## config.mk

```make
export PLATFORM = sky130hd
export DESIGN_NAME = iic_burst_writer
export DESIGN_NICKNAME = d
export VERILOG_FILES = /design/src/rtl/iic_burst_writer.sv
export SDC_FILE = /design/constraint.sdc
export NUM_CORES = 1
export LEC_CHECK = 0
export BUFFER_PORTS_ARGS = -buffer_cell sky130_fd_sc_hd__buf_2
export CORE_MARGIN = 2
export CORE_UTILIZATION = 55
export DETAILED_ROUTE_END_ITERATION = 16
export PLACE_DENSITY_LB_ADDON = 0.08
export REMOVE_ABC_BUFFERS = 1
export SLEW_MARGIN = 20
export SYNTH_ARGS = -nofsm -noshare
export SYNTH_HDL_FRONTEND = slang
export SYNTH_SLANG_ARGS = --single-unit
export TNS_END_PERCENT = 1
```

## constraint.sdc

```tcl
create_clock -name clk -period 3.4 [get_ports clk]
set_input_delay 0.51 -clock clk [delete_from_list [all_inputs] [get_ports clk]]
set_output_delay 0.51 -clock clk [all_outputs]
set_load 0.01 [all_outputs]
```

## src/rtl/iic_burst_writer.sv

```systemverilog
// I2C burst writer: START, slave address, control byte, len data bytes from a
// ready/valid stream, STOP. Bus timing is built from CLK_DIV-cycle quarter periods.
module iic_burst_writer #(
    parameter logic [7:0] SLAVE_ADDR = 8'h78,
    parameter int         CLK_DIV    = 125,
    parameter int         LEN_W      = 8
) (
    input  logic             clk,
    input  logic             rst,
    input  logic             start,
    input  logic             dc,
    input  logic [LEN_W-1:0] len,
    input  logic [7:0]       din,
    input  logic             din_valid,
    output logic             din_ready,
    output logic             busy,
    output logic             done,
    output logic             nack,
    output logic             scl,
    output logic             sda_oe,
    input  logic             sda_in
);

    typedef enum logic [2:0] {
        ST_IDLE  = 3'd0,
        ST_START = 3'd1,
        ST_BIT   = 3'd2,
        ST_ACK   = 3'd3,
        ST_FETCH = 3'd4,
        ST_STOP  = 3'd5
    } state_t;

    typedef enum logic [1:0] {
        PH_ADDR = 2'd0,
        PH_CTRL = 2'd1,
        PH_DATA = 2'd2
    } phase_t;

    localparam logic [15:0] DIV_LAST = 16'(CLK_DIV - 1);

    state_t             state_r, state_s;
    phase_t             phase_r, phase_s;
    logic [1:0]         quarter_r, quarter_s;
    logic [15:0]        div_r, div_s;
    logic [2:0]         bit_cnt_r, bit_cnt_s;
    logic [7:0]         shift_r, shift_s;
    logic [7:0]         ctrl_r, ctrl_s;
    logic [LEN_W-1:0]   rem_r, rem_s;
    logic               ack_bad_r, ack_bad_s;
    logic               abort_r, abort_s;
    logic               scl_r, scl_s;
    logic               sda_oe_r, sda_oe_s;
    logic               busy_r, busy_s;
    logic               done_r, done_s;
    logic               nack_r, nack_s;
    logic               din_ready_r, din_ready_s;
    logic               tick_s;
    logic               qend_s;

    function automatic logic scl_level(input state_t st, input logic [1:0] q);
        case (st)
            ST_IDLE:         scl_level = 1'b1;
            ST_START:        scl_level = (q != 2'd3);
            ST_BIT, ST_ACK:  scl_level = (q == 2'd1) || (q == 2'd2);
            ST_FETCH:        scl_level = 1'b0;
            ST_STOP:         scl_level = (q != 2'd0);
            default:         scl_level = 1'b1;
        endcase
    endfunction

    // SDA drive level; FETCH keeps whatever the line had so the bus is frozen
    function automatic logic sda_level(input state_t st, input logic [1:0] q,
                                       input logic msb, input logic hold);
        case (st)
            ST_IDLE:  sda_level = 1'b0;
            ST_START: sda_level = (q != 2'd0);
            ST_BIT:   sda_level = ~msb;
            ST_ACK:   sda_level = 1'b0;
            ST_FETCH: sda_level = hold;
            ST_STOP:  sda_level = (q == 2'd0) || (q == 2'd1);
            default:  sda_level = 1'b0;
        endcase
    endfunction

    // Next-state, datapath and next-output computation
    always_comb begin
        state_s   = state_r;
        phase_s   = phase_r;
        div_s     = div_r;
        bit_cnt_s = bit_cnt_r;
        shift_s   = shift_r;
        ctrl_s    = ctrl_r;
        rem_s     = rem_r;
        ack_bad_s = ack_bad_r;
        abort_s   = abort_r;
        done_s    = 1'b0;
        nack_s    = 1'b0;
        tick_s    = (div_r == DIV_LAST);
        qend_s    = tick_s && (quarter_r == 2'd3);

        if ((state_r == ST_IDLE) || (state_r == ST_FETCH)) begin
            div_s = 16'd0;
        end else if (tick_s) begin
            div_s = 16'd0;
        end else begin
            div_s = div_r + 16'd1;
        end

        if (tick_s) begin
            quarter_s = quarter_r + 2'd1;
        end else begin
            quarter_s = quarter_r;
        end

        case (state_r)
            ST_IDLE: begin
                quarter_s = 2'd0;
                if (start) begin
                    state_s   = ST_START;
                    phase_s   = PH_ADDR;
                    shift_s   = SLAVE_ADDR;
                    ctrl_s    = dc ? 8'h40 : 8'h00;
                    rem_s     = len;
                    bit_cnt_s = 3'd0;
                    ack_bad_s = 1'b0;
                    abort_s   = 1'b0;
                end else begin
                    state_s = ST_IDLE;
                end
            end
            ST_START: begin
                if (qend_s) begin
                    state_s   = ST_BIT;
                    bit_cnt_s = 3'd0;
                end else begin
                    state_s = ST_START;
                end
            end
            ST_BIT: begin
                if (qend_s) begin
                    shift_s = {shift_r[6:0], 1'b0};
                    if (bit_cnt_r == 3'd7) begin
                        state_s   = ST_ACK;
                        bit_cnt_s = 3'd0;
                    end else begin
                        bit_cnt_s = bit_cnt_r + 3'd1;
                    end
                end else begin
                    state_s = ST_BIT;
                end
            end
            ST_ACK: begin
                // slave's answer is latched at the Q1->Q2 boundary, acted on after Q3
                if (tick_s && (quarter_r == 2'd1)) begin
                    ack_bad_s = sda_in;
                end else begin
                    ack_bad_s = ack_bad_r;
                end
                if (qend_s) begin
                    if (ack_bad_r) begin
                        abort_s = 1'b1;
                        state_s = ST_STOP;
                    end else begin
                        case (phase_r)
                            PH_ADDR: begin
                                shift_s   = ctrl_r;
                                phase_s   = PH_CTRL;
                                bit_cnt_s = 3'd0;
                                state_s   = ST_BIT;
                            end
                            PH_CTRL, PH_DATA: begin
                                phase_s = PH_DATA;
                                if (rem_r == {LEN_W{1'b0}}) begin
                                    state_s = ST_STOP;
                                end else begin
                                    state_s = ST_FETCH;
                                end
                            end
                            default: state_s = ST_STOP;
                        endcase
                    end
                end else begin
                    state_s = ST_ACK;
                end
            end
            ST_FETCH: begin
                quarter_s = 2'd0;
                if (din_valid) begin
                    shift_s   = din;
                    bit_cnt_s = 3'd0;
                    state_s   = ST_BIT;
                    if (rem_r != {LEN_W{1'b0}}) begin
                        rem_s = rem_r - LEN_W'(1);
                    end else begin
                        rem_s = rem_r;
                    end
                end else begin
                    state_s = ST_FETCH;
                end
            end
            ST_STOP: begin
                if (qend_s) begin
                    state_s = ST_IDLE;
                    done_s  = 1'b1;
                    nack_s  = abort_r;
                end else begin
                    state_s = ST_STOP;
                end
            end
            default: begin
                state_s = ST_IDLE;
            end
        endcase

        scl_s       = scl_level(state_s, quarter_s);
        sda_oe_s    = sda_level(state_s, quarter_s, shift_s[7], sda_oe_r);
        busy_s      = (state_s != ST_IDLE);
        din_ready_s = (state_s == ST_FETCH);
    end

    // State and registered outputs; reset forces an idle, released bus at once
    always_ff @(posedge clk or posedge rst) begin
        if (rst) begin
            state_r     <= ST_IDLE;
            phase_r     <= PH_ADDR;
            quarter_r   <= 2'd0;
            div_r       <= 16'd0;
            bit_cnt_r   <= 3'd0;
            shift_r     <= 8'h00;
            ctrl_r      <= 8'h00;
            rem_r       <= {LEN_W{1'b0}};
            ack_bad_r   <= 1'b0;
            abort_r     <= 1'b0;
            scl_r       <= 1'b1;
            sda_oe_r    <= 1'b0;
            busy_r      <= 1'b0;
            done_r      <= 1'b0;
            nack_r      <= 1'b0;
            din_ready_r <= 1'b0;
        end else begin
            state_r     <= state_s;
            phase_r     <= phase_s;
            quarter_r   <= quarter_s;
            div_r       <= div_s;
            bit_cnt_r   <= bit_cnt_s;
            shift_r     <= shift_s;
            ctrl_r      <= ctrl_s;
            rem_r       <= rem_s;
            ack_bad_r   <= ack_bad_s;
            abort_r     <= abort_s;
            scl_r       <= scl_s;
            sda_oe_r    <= sda_oe_s;
            busy_r      <= busy_s;
            done_r      <= done_s;
            nack_r      <= nack_s;
            din_ready_r <= din_ready_s;
        end
    end

    assign scl       = scl_r;
    assign sda_oe    = sda_oe_r;
    assign busy      = busy_r;
    assign done      = done_r;
    assign nack      = nack_r;
    assign din_ready = din_ready_r;

endmodule

```

# After elaboration in Yosys (flattened, before gate mapping)
# Index checks and enable logic that the tools add are counted.
dict set report classes {
  addsub 4
  n_eq_ne 30
  mux 53
  bitwise 1
  n_reduce_logical 26
}
# op n
set op_table {}
lappend op_table {{8-bit 2-to-1 mux} 9}
lappend op_table {{3-bit 2-to-1 mux} 14}
lappend op_table {{16-bit 2-to-1 mux} 2}
lappend op_table {{8-bit case mux with 4 select lines} 1}
lappend op_table {{2-bit inequality test, second input constant} 9}
lappend op_table {{3-bit case mux with 6 select lines} 1}
lappend op_table {{16-bit by 1-bit adder with 16-bit output, second input constant} 1}
lappend op_table {{16-bit by 7-bit equality test with 1-bit output, second input constant} 1}
lappend op_table {{8-bit case mux with 2 select lines} 1}
lappend op_table {{3-bit equality test, second input constant} 5}
lappend op_table {{3-bit case mux with 5 select lines} 1}
lappend op_table {{3-bit by 2-bit equality test with 1-bit output, second input constant} 4}
lappend op_table {{2-bit 2-to-1 mux} 6}
lappend op_table {{1-bit 2-to-1 mux} 10}
lappend op_table {{8-bit zero test} 1}
lappend op_table {{1-bit case mux with 4 select lines} 2}
lappend op_table {{2-bit case mux with 2 select lines} 2}
lappend op_table {{4-bit AND reduction} 2}
lappend op_table {{8-bit AND reduction} 1}
lappend op_table {{8-bit nonzero test} 1}
lappend op_table {{8-bit by 1-bit subtractor with 8-bit output, second input constant} 1}
lappend op_table {{7-bit 2-to-1 mux} 1}
lappend op_table {{7-bit AND reduction} 1}
lappend op_table {{2-bit by 1-bit equality test with 1-bit output, second input constant} 3}
lappend op_table {{21 further kinds} 34}
dict set report word_totals {
  ff_bits 58
  output_inout_bits 6
  word_cells 131
}

# Logic depth before layout (Yosys ltp)
dict set report logic_depth {
  depth_word 9
  ltp_mapped 10
  depth_no_buf 10
}

# Worst setup path before layout
# No wires, ideal clock.
dict set report synth_timing {
  kind {reg-to-reg}
  startpoint {reg div_r[0]}
  endpoint {reg bit_cnt_r[0]}
  arrival_time_ns 2.440
  setup_slack_ns 0.836
  path_stages_with_launch 10
  n_path_buf 1
  period_less_slack_ns 2.564
  cell_sequence {dfrtp_1 inv_1 ha_1 or4b_4 or4_1 buf_2 o21ai_0 o21bai_1 a21oi_2 mux2_2}
}
dict set report synth_via {
  elab_chain_cells 4
  word_cells_on_any_way 6
  classes_between {eq/ne (4); reduce/logical (2)}
}
# item line_no
set synth_rtl {}
lappend synth_rtl {{start: declaration} 44} ;# logic [15:0] div_r, div_s;
lappend synth_rtl {{start signal: assignment} 244} ;# div_r <= div_s;
lappend synth_rtl {{16-bit by 7-bit equality test with 1-bit output (*)} 98} ;# tick_s = (div_r == DIV_LAST);
lappend synth_rtl {{1-bit logical AND (*)} 99} ;# qend_s = tick_s && (quarter_r == 2'd3);
lappend synth_rtl {{2-bit inequality test (no source line)} n/a}
lappend synth_rtl {{8-bit AND reduction (no source line) (*)} n/a}
lappend synth_rtl {{end signal: assignment} 245} ;# bit_cnt_r <= bit_cnt_s;
lappend synth_rtl {{end: declaration} 45} ;# logic [2:0] bit_cnt_r, bit_cnt_s;
# Every way passes the cells marked *; elsewhere a longest branch is shown, timed or not.
# A chain may end at the register's enable or synchronous reset.

# Worst setup path in the final report
dict set report layout_timing {
  startpoint {reg div_r[0]}
  endpoint {reg bit_cnt_r[1]}
}
# Same word-level chain as after synthesis.

==> results.txt <==
run status = finished, final reports clean
CTS Buf Count = 5
Worst path slowest cell = or4b_4
Max Slew Vio Count = 0
min Tclk post-route = 2810 ps
WS Path Type = flip-flop to flip-flop
Least-Margin Pin Slew = 858 ps
initial core utilization = 56.8%
die width = 76.4 um
XOR/XNOR share of the synthesized area = 3.65%
maxcap violations = 0
GR Overflow Total = 0
leading cell types in the layout, fill and taps excluded = 50 x dfrtp_1, 30 x nor2_1, 29 x nand2_1, 27 x buf_2, 16 x a21oi_1
DP Area = 3050 um2
Slew HR = 42.7%
Worst Skew = 6.08 ps
Post-CTS Resized = 0
CP Data Required Time = 3590 ps
row cnt = 26
Starting DRT DRC Count = 147
drt wl/cell = 14.4 um
HP Class = input port to asynchronous set/reset pin
setup bufs post-CTS = 0
asr flop ratio synth = 100%
detailed placement HPWL = 4.13 mm
H-tree levels = 2
GPL Wtd Cong = 0.848
leading cell type in the layout, fill and taps excluded = dfrtp_1
Hold WS = 351 ps
Crit Reg-Reg Startpoint = div_r[0]$_DFF_PP0_
Pleak = 1.47 nW
register clock-pin slew on the reported worst setup and hold paths = 90 ps
final layout net count = 355
Peak supply drop = 0.276 mV
vias per inst = 5.68
Hold Buf Count CTS = 0
PD cells = 434 nW/um2
Adder-Cell Fraction of Synth Area = 4.77%
Synth Area in Simple Gates = 23.6%
TritonCTS clock tree = built
root buf cell = clkbuf_8
Compound-Gate Fraction of Synth Area = 17.2%
Synth Instances = 300
Fin. Hold Viols = 0
share of layout cells above drive strength 1 = 19.5%
fmax = 0.356 GHz
antenna violations before repair = 0
Total Wirelength = 5.66 mm
setup slack after layout = 591 ps
EDFF count, synth = 0
startpoint types = flip-flop
via count = 2,232
final period utilization = 82.6%
Area growth syn-to-layout = 8.85%
IO Port Bufs = 27
mean post-synth cell area = 9.61 um2
area of the core = 5070 um2
DR pass1 iterations = 4
Ant. Diodes = 0
Syn. warnings = 0
first-pass GRT wire length = 9.95 mm
RSZ-0062 raised after global routing = false
Top FF cell, synth = dfrtp_1
DRC = 0
pre-CTS setup slack = 624 ps
Setup violations, final = 0
die height = 76.4 um
FF+latch count, synth = 51
Cell Chain, Critical Path = inv_1 > ha_1 > or4b_4 > nor4_4 > a21oi_1 > or2_2 > a21oi_2 > mux2_2
Final Util = 61.8%
Max FO, Critical Path = 9
Crit. Startpoint = div_r[0]$_DFF_PP0_
largest net degree at the start of global routing = 52
largest family of logic cells by synthesized area = simple AND/OR/NAND/NOR gates
Clock Path Buffers = 2
crit-path max cell delay = 500 ps
IO Pins = 28
Synth cell types = 66
clock sinks = 51
CP Capture Type = flip-flop
CP arrival = 3000 ps
TNS Setup = 0 ps
vias in the first global route = 2,168
fillers = 444
design area = 3140 um2
GRT Util Overall = 21.0%
Worst-Skew Late Latency = 300 ps
Seq/Total Area, Yosys = 44.3%
post-route ant nets = 0
mux contribution to synthesized area = 1.52%
Die ar. = 5840 um2
Mapped Area = 2880 um2
==> per-layer routing <==
metal	part of all wire [%]	wire (um)	up-vias	GRT usage, %
met3	3.6	206	8	3.44
li1	-	-	1126	-
met4	1.3	76	0	5.64
met2	49	2760	47	35.6
met5	0	0	-	0
met1	46	2610	1051	28.1
==> state kept, by name, indices dropped and copies added (netlist names), 2 cells and up <==
signal / cells
bit_cnt_r: 3
div_r: 16
phase_r: 2
quarter_r: 2
rem_r: 8
shift_r: 8
state_r: 3
==> cell usage after synthesis, types with 4 or more instances <==
cell type / count / share of area, %
o21ai_0: 13 / 2.3
nand3_1: 10 / 1.7
nor2b_1: 4 / 0.87
dfrtp_1: 50 / 43
xnor2_1: 5 / 1.5
nor2_1: 30 / 3.9
nor3_1: 7 / 1.2
ha_1: 11 / 4.8
a22oi_1: 7 / 1.8
nand2_1: 29 / 3.8
a21oi_1: 16 / 2.8
or3_1: 7 / 1.5
inv_1: 16 / 2.1
clkbuf_1: 9 / 1.2
xor2_1: 7 / 2.1
o2bb2ai_1: 5 / 1.5
==> worst paths after layout <==
| path | end | slack [ps] | cells after the start |
|---|---|---|---|
| min in group clk | rem_r[0]$_DFFE_PP0P_ | 430 | 3 |
| setup / recovery | bit_cnt_r[1]$_DFFE_PP0P_ | 590 | 8 |
| max in group asynchronous | ack_bad_r$_DFFE_PP0P_ | 2550 | 2 |
| hold reg to reg | shift_r[2]$_DFFE_PP0P_ | 470 | 2 |
| setup reg to reg | bit_cnt_r[1]$_DFFE_PP0P_ | 590 | 8 |
| hold / removal | div_r[0]$_DFF_PP0_ | 350 | 2 |
==> layout make-up <==
type                       count  area (um2)  share of cell area (%)
timing repair buffer          29         150                    4.78
sequential                    51        1280                    40.7
inverter                      17        65.1                    2.07
clock buffer                   5        68.8                    2.19
clock inverter                 3        20.0                   0.638
multi-input combinational    218        1470                    46.8
tap                           70        87.6                    2.79
==> report_power, final <==
part           leakage (nW)  total [mW]  switching (mW)  internal, mW
Combinational         0.756       0.270           0.147         0.123
Clock                0.0402       0.336           0.193         0.143
Sequential            0.669       0.754          0.0720         0.682
Total                  1.47        1.36           0.412         0.949
==> critical path: cells and delay by family (launching register included) <==
| family | cells | cell delay, ps |
|---|---|---|
| flops | 1 | 420 |
| fa+ha+maj | 1 | 130 |
| buf+inv | 1 | 70 |
| compound gates | 2 | 400 |
| simple gates | 3 | 1320 |
| mux | 1 | 360 |
==> stage by stage <==
step	cells	power [mW]
2_1_floorplan	286	0.963
3_3_place_gp	385	1.03
3_5_place_dp	385	1.04
4_1_cts	393	1.38
5_1_grt	393	1.46
6_report	393	1.36
==> kinds of logic (layout without fill, tap and decap cells) <==
kind of cell	Yosys count	count (layout)
xor gates and xnor gates	12	12
DFF	51	51
muxes	4	4
adders and majority gates	11	11
AOI/OAI and AO/OA	70	70
buffers and inverters	31	54
and+or+nand+nor	121	121
No activity file was read; power rests on OpenSTA's default activity.
